### src/rtl/mem_arb_pkg.sv
// Shared types and default sizing for the round-robin memory write arbiter.
package mem_arb_pkg;

  typedef enum logic {
    IDLE = 1'b0,
    BUSY = 1'b1
  } state_t;

  localparam int NREQ_D = 4;
  localparam int AW_D   = 3;
  localparam int DW_D   = 3;

endpackage

### src/rtl/mem_arbiter_rr_pick.sv
// Combinational round-robin picker: first set req bit at or above rr_ptr, wrapping.
// Zero latency; no flow control of its own.
module rr_pick #(
  parameter  int NREQ = 4,
  localparam int IW   = $clog2(NREQ)
) (
  input  logic [NREQ-1:0] req,
  input  logic [IW-1:0]   rr_ptr,
  output logic [IW-1:0]   winner,
  output logic            any
);

  // Walk from the farthest offset down so the nearest set bit is written last.
  // NREQ is a power of two, so the IW-bit add wraps modulo NREQ for free.
  always_comb begin
    winner = '0;
    any    = |req;
    for (int k = NREQ - 1; k >= 0; k--) begin
      if (req[rr_ptr + IW'(k)]) begin
        winner = rr_ptr + IW'(k);
      end
    end
  end

endmodule

### src/rtl/mem_arbiter.sv
// Round-robin arbiter granting NREQ write requesters onto one valid/ready memory port.
// 2-cycle minimum req-to-ack; valid and payload are held while ready is low.
module mem_arbiter
  import mem_arb_pkg::*;
#(
  parameter int NREQ = NREQ_D,
  parameter int AW   = AW_D,
  parameter int DW   = DW_D
) (
  input  logic             clk,
  input  logic             rst_n,
  input  logic [NREQ-1:0]    req,
  input  logic [NREQ*AW-1:0] req_addr,
  input  logic [NREQ*DW-1:0] req_value,
  output logic [NREQ-1:0]  ack,
  output logic             valid,
  output logic [AW-1:0]    data_in_addr,
  output logic [DW-1:0]    data_in_value,
  input  logic             ready,
  output logic             busy,
  output logic [7:0]       xfer_cnt
);

  localparam int IW = $clog2(NREQ);

  state_t          state;
  logic [IW-1:0]   rr_ptr;
  logic [IW-1:0]   grant_idx;
  logic [IW-1:0]   winner;
  logic            any;
  logic [AW-1:0]   addr_q;
  logic [DW-1:0]   value_q;

  rr_pick #(.NREQ(NREQ)) u_pick (
    .req    (req),
    .rr_ptr (rr_ptr),
    .winner (winner),
    .any    (any)
  );

  always_ff @(posedge clk or negedge rst_n) begin
    if (!rst_n) begin
      state     <= IDLE;
      rr_ptr    <= '0;
      grant_idx <= '0;
      xfer_cnt  <= '0;
      addr_q    <= '0;
      value_q   <= '0;
    end else begin
      case (state)
        IDLE: begin
          if (any) begin
            grant_idx <= winner;
            addr_q    <= req_addr[int'(winner)*AW +: AW];
            value_q   <= req_value[int'(winner)*DW +: DW];
            state     <= BUSY;
          end
        end
        BUSY: begin
          // The winner drops to lowest priority once its write is accepted.
          if (ready) begin
            state    <= IDLE;
            rr_ptr   <= grant_idx + IW'(1);
            xfer_cnt <= xfer_cnt + 8'd1;
          end
        end
        default: state <= IDLE;
      endcase
    end
  end

  always_comb begin
    ack = '0;
    if (state == BUSY && ready) begin
      ack[grant_idx] = 1'b1;
    end
  end

  assign valid         = (state == BUSY);
  assign busy          = (state == BUSY);
  assign data_in_addr  = addr_q;
  assign data_in_value = value_q;

endmodule

### config.mk
export PLATFORM = sky130hd
export DESIGN_NAME = mem_arbiter
export DESIGN_NICKNAME = d
export VERILOG_FILES = /design/src/rtl/mem_arb_pkg.sv /design/src/rtl/mem_arbiter_rr_pick.sv /design/src/rtl/mem_arbiter.sv
export SDC_FILE = /design/constraint.sdc
export NUM_CORES = 1
export LEC_CHECK = 0
export ABC_AREA = 1
export CAP_MARGIN = 20
export CORE_UTILIZATION = 25
export CTS_CLUSTER_DIAMETER = 30
export DETAILED_ROUTE_END_ITERATION = 10
export HOLD_SLACK_MARGIN = 0.08
export PLACE_DENSITY = 0.49
export SLEW_MARGIN = 20
export SYNTH_ARGS = -nofsm -noshare
export SYNTH_HDL_FRONTEND = slang
export SYNTH_SLANG_ARGS = --single-unit
### constraint.sdc
create_clock -name clk -period 2.2 [get_ports clk]
set_input_delay 0.66 -clock clk [delete_from_list [all_inputs] [get_ports clk]]
set_output_delay 0.66 -clock clk [all_outputs]
set_load 0.01 [all_outputs]
==> metrics.txt, run 1 <==
status=complete, no violations; global placer's final weighted congestion=0.756; routed wire length=between 3 and 4 mm; CP Launch Type=input pin; CTS Buf Count=3; largest net degree at the start of global routing=20; num ports=51; post-synth top area share=between 30% and 40%; DRT iter0 DRCs=46; Post-Synthesis Cell Area=around 0.0014 mm^2; CTS H-tree depth=1; Fin. Hold Viols=0; Synth area leaders=dfrtp_1, nand2_1, nand3_1; CP top delay family=buffers and inverters; setup violators final=0; Synth Area in Compound Gates=3.42%; unrepaired setup endpoints after global routing=no; critical path data arrival time=between 1 and 1.5 ns; Max VDD drop=0.000470 V; sequential area share after synthesis=34.2%; hold bufs inserted after CTS=0; area leader, netlist=dfrtp_1; global-route wire length before repair=slightly below 6 mm; overall power=about 2.4 mW; vias after detailed routing=between 1,000 and 1,500; Die Y=roughly 77 um; crit end category=primary output; DRC=0; GRT met2 Usage=20.2%; Hold Crit Class=reg -> reg; hold_ws=0.475 ns; n_diodes=0; Period Utilization, post-route=a little over nine tenths; drt wl/cell=between 10 and 15 um; Post-Synth XOR/XNOR Area=under 10%; share of cells above drive strength 1=around 14%; Initial Util=between 20% and 30%; Die X=approximately 77 um; drt first pass iters=4; P_leak=between 1 and 1.5 nW; floorplan row count=26; initial antenna violation count=0; root buffer cell=clkbuf_8; Buf/Inv on CP=2; power per cell area=1150 mW/mm^2; Net Count, Synth=236; Overflow after GRT=0; met1 Track Usage GR=roughly 17%; GR Util All Layers=12.6%; Avg Inst Size Synth=just under 7 um^2; fin nets=300; Fill cells=571; die area=roughly 0.0059 mm^2; Setup TNS=0 ns; antenna viol nets, final=0; slowest stage delay, CP=around 0.47 ns; synthesis-stage register bit count=19; Yosys warnings=0; core area=roughly 0.0052 mm^2; min Tclk post-route=between 2 and 2.5 ns; critical path class=in -> out; Mapped Cells=200; layout overhead on the synthesized area=51.3%; slowest library cell on the worst path=clkdlybuf4s50_1; vias in the first global route=about 1,300; Worst Skew=around 0.0023 ns; Bufs on Longest Clock Path=2; PortBufs=50; GRT busiest layer=met2; met3 usage=about 1.2%; pins over their slew limit=0; Slew @ Worst Pin=between 0.2 and 0.3 ns; largest family of logic cells by synthesized area=simple AND/OR/NAND/NOR gates; max_slew headroom=80.3%; worst path required time=roughly 1.5 ns; Post-Synth Simple-Gate Area=between 30% and 40%; crit path cell chain=clkdlybuf4s50_1 > nand2_2 > nor2_1 > buf_2; crit path max fanout=5; max-cap viol count=0; Cell variety after synth=24; CTS clk-pin slew, worst paths=0.07 ns; worst skew pair latency=0.25 ns; DP HPWL=~2.7 mm; clock sinks=19; Adder-Cell Fraction of Synth Area=4.50%; CTS tree=done; Max Fclk=roughly 0.47 GHz; multiplexer area fraction after synthesis=0%; Vias/cell=between 4 and 5
## cell type report
type                    count  area (um^2)  area share, %
clock buffers               3         41.3           1.96
clock inverters             1         5.00          0.238
inverters                  43          164           7.78
multi-input cells         133          719           34.2
flip-flops and latches     19          475           22.6
well taps                  70         87.6           4.16
repair buffers             64          613           29.1
## power by group
group	switching (mW)	internal, mW
Clock	0.115	0.126
Combinational	0.847	0.728
Sequential	0.117	0.492
## path summary, 6_finish.rpt
path,start,cells after the start,slack [ns],to
worst min register to register,xfer_cnt[7],1,0.47,xfer_cnt[7]
worst max register to register,rr_ptr[0],11,0.46,data_in_addr[0]
worst max-delay path,ready,4,0.06,ack[2]
max in group asynchronous,rst_n,2,1.26,xfer_cnt[2]
worst min-delay path,xfer_cnt[7],1,0.47,xfer_cnt[7]
min in group asynchronous,rst_n,2,0.73,data_in_addr[0]
## cell usage in the layout (no fill, tap or decap)
master            n
nand3b_1          1
nand3_4           2
nand2_1          59
nand2b_2          1
a21oi_1           3
buf_2             4
dfrtp_1          19
nor2_2            1
xor2_1            4
nor3_1            1
o21ai_1           2
inv_4             1
xnor2_1           3
buf_12            2
nor2_1            6
a21boi_1          1
nand2_8           1
clkdlybuf4s50_1  45
o21ai_0           3
inv_1            40
clkinv_2          1
clkbuf_8          3
nand2_2           5
nor4_1            1
nand3_1          31
inv_2             2
dlymetal6s2s_1    1
buf_4            12
nand4_1           1
ha_1              5
nand2_4           2
## worst reg2reg max path, delay by kind of cell, from the launching register on
family          cells  cell delay [ns]
buf+inv             2             0.36
compound gates      1             0.20
flops               1             0.42
simple gates        8             0.69
## cell usage after synthesis, drive strengths merged
cell,instances
nor4,1
nand2b,1
ha,5
nand4,1
inv,43
dfrtp,19
a21oi,3
xnor2,3
nand3,33
nand3b,1
buf,5
o21ai,5
nor2,7
a21boi,1
xor2,4
nand2,67
nor3,1
## state kept, by name, summed over array words and instances, names as in the netlist
| name | cells |
|---|---|
| data_in_value | 3 |
| rr_ptr | 2 |
| data_in_addr | 3 |
| busy | 1 |
| xfer_cnt | 8 |
| grant_idx | 2 |
## stage by stage
stage	instance area (um^2)	utilization (%)	instances	setup WS, ns
5_1_grt	2110	40.2	333	0.000617
2_1_floorplan	1390	-	200	0.488
3_5_place_dp	2060	39.3	329	-0.422
6_report	2110	40.2	333	0.0566
4_1_cts	2090	39.9	333	0.0349
3_3_place_gp	2060	39.3	329	-0.388
## cell families (layout without fill, tap and decap cells)
family,after synthesis,count (layout)
simple gates,112,112
buf+inv,48,111
compound gates,9,9
fa+ha+maj,5,5
xor+xnor,7,7
flops,19,19
## routing by layer
layer	up-vias	wire length [um]
li1	734	-
met1	616	1750
met2	21	1630
met3	4	60
met4	0	38
met5	-	0
## what timing repair did
| action | 4_1_cts | 5_1_grt |
|---|---|---|
| resized for setup | 17 | 4 |
| pin swaps | 3 | 1 |
| buffers inserted | 0 | 0 |
| endpoints found under the setup margin | 4 | 3 |
(Power assumes the default switching activity.)
==> run 2, diff against run 1 <==
Settings changed: CORE_MARGIN from default to 5.
==> run 2 against run 1 <==
Power fell by 1.2%. Maximum frequency increased by 4.0%. Critical path depth increased by 10. Global-route usage down 2.8 points. Hold slack better by 0.0033 ns. Count of clock-buffer cells in the layout increased by 1. Clock skew decreased by 0.00064 ns. Utilization shrank 1.1 points. Sequential share of layout area is 0.36 points lower. Register-to-register slack got worse by 0.06 ns. Setup slack better by 0.082 ns. Critical path type is now in -> reg.
==> metrics.txt, run 2 (synthesized netlist as in run 1, its figures left out) <==
Die Y=84.6 um; max-cap viol count=0; fin util=slightly below 40%; Overflow after GRT=0; crit path cell chain=clkdlybuf4s50_1 > inv_1 > nand2_1 > nand3_1 > nand2_1 > nand3_4 > nand2_4 > nand2_4 > buf_4 > nand3_1 > nand3_1 > nand2_1 > nand2_1 > nand2_1; root buffer cell=clkbuf_8; antenna viol nets, final=0; core area=0.00547 mm^2; Hold Crit Class=reg -> reg; Largest Register=xfer_cnt; floorplan row count=27; Period Utilization, post-route=between 90% and 100%; Int Pwr=around 1.3 mW; setup violators final=0; Clock power frac=approximately 9.7%; Placement Setup Slack=-0.414 ns; n_diodes=0; vias after detailed routing=about 1,400; layout overhead on the synthesized area=53.8%; CTS clk-pin slew, worst paths=0.07 ns; clock sinks=19; pins over their slew limit=0; critical path class=in -> reg; Final WS setup=roughly 0.14 ns; slowest library cell on the worst path=clkdlybuf4s50_1; Fin. Hold Viols=0; Initial Util=between 20% and 30%; slowest stage delay, CP=0.51 ns; P_leak=~1.1 nW; crit path max fanout=5; design area=0.00214 mm^2; min-delay src=xfer_cnt[7]; DRC=0; sw frac=a little over two fifths; Placed Instance Area=0.00207 mm^2; Worst Skew=between 0.0015 and 0.002 ns; share of cells above drive strength 1=16.1%; Bufs on Longest Clock Path=2; fin nets=304; CTS H-tree depth=1; Reg power frac=around a quarter; vias in the first global route=between 1,000 and 1,500; commonest non-fill, non-tap cell in the layout=nand2_1; Die X=84.6 um; PortBufs=50; Crit Reg-Reg Startpoint=rr_ptr[0]; DP HPWL=~2.8 mm; num ports=a little over 50; die area=between 0.007 and 0.008 mm^2; most frequent cells in the layout=nand2_1, clkdlybuf4s50_1, inv_1; max_slew headroom=between 70 and 80%; beginning of the critical path=req[2]; status=complete, no violations; global placer's final weighted congestion=0.722; global-route wire length before repair=approximately 5.9 mm; min Tclk post-route=slightly above 2 ns; sw power=about 1.0 mW; hold_ws=around 0.48 ns; largest net degree at the start of global routing=20; CTS tree=done; overall power=about 2.4 mW; critical path data arrival time=between 2 and 2.5 ns; CTS Buf Count=3; Max Fclk=0.485 GHz; DRT iter0 DRCs=between 40 and 50; Max VDD drop=between 0.0004 and 0.0005 V; Slew @ Worst Pin=between 0.3 and 0.4 ns; Vias/cell=about 4; initial antenna violation count=0; Combinational Power Share=between 60% and 70%; drt first pass iters=4; GR Util All Layers=9.74%; drt wl/cell=between 10 and 15 um; worst skew pair latency=approximately 0.24 ns; max reg flops=8; CP Launch Type=input pin; CP dominant cell by count=nand2_1; power per cell area=about 1100 mW/mm^2; crit end category=flip-flop; worst path required time=approximately 2.4 ns; routed wire length=~3.4 mm
[run 2: worst paths after layout]
kind                                     to  slack [ns]  cells after the start
max                         data_in_addr[0]        0.14                     14
min                             xfer_cnt[7]        0.48                      1
max reg2reg                data_in_value[0]        0.40                     13
min reg2reg                     xfer_cnt[7]        0.48                      1
max in group asynchronous         rr_ptr[0]        1.25                      2
min in group asynchronous   data_in_addr[1]        0.74                      2
[run 2: final cells by class]
type,instances,area [um^2]
sequential,19,475
tap,72,90.1
clock buffer,4,45.0
timing repair buffer,68,637
fill,619,3330
inverter,43,161
multi-input combinational,133,731
[run 2: stage by stage]
| stage | cells | TNS [ns] |
|---|---|---|
| after floorplan | 200 | 0 |
| after global placement | 334 | -2.53 |
| after detailed placement | 334 | -2.43 |
| after CTS | 339 | -0.0381 |
| after global routing | 339 | -0.0143 |
| final | 339 | 0 |
[run 2: metal layers]
layer / routed length [um] / vias to the layer above / track usage [%]
li1: - / 743 / -
met1: 1620 / 591 / 12.6
met2: 1560 / 25 / 16.3
met3: 200 / 2 / 2.55
met4: 16 / 0 / 2.16
met5: 0 / - / 0
[run 2: timing repair]
| item | in CTS | in global routing |
|---|---|---|
| gates resized for setup | 17 | 6 |
| pin swaps | 1 | 0 |
| buffers inserted | 1 | 0 |
| setup endpoints to repair | 4 | 7 |
| hold buffers | 0 | 0 |
[run 2: worst max-delay path: cells and delay by family]
kind / cells / cell delay, ns
buf+inv: 3 / 0.72
simple gates: 11 / 0.87
[run 2: power by group through the flow]
| stage | Sequential, mW | Combinational (mW) | Clock (mW) |
|---|---|---|---|
| 2_1_floorplan | 0.652 | 0.938 | 0 |
| 3_3_place_gp | 0.623 | 1.54 | 0 |
| 3_5_place_dp | 0.624 | 1.54 | 0 |
| 4_1_cts | 0.621 | 1.55 | 0.242 |
| 5_1_grt | 0.645 | 1.74 | 0.262 |
| 6_report | 0.620 | 1.54 | 0.232 |
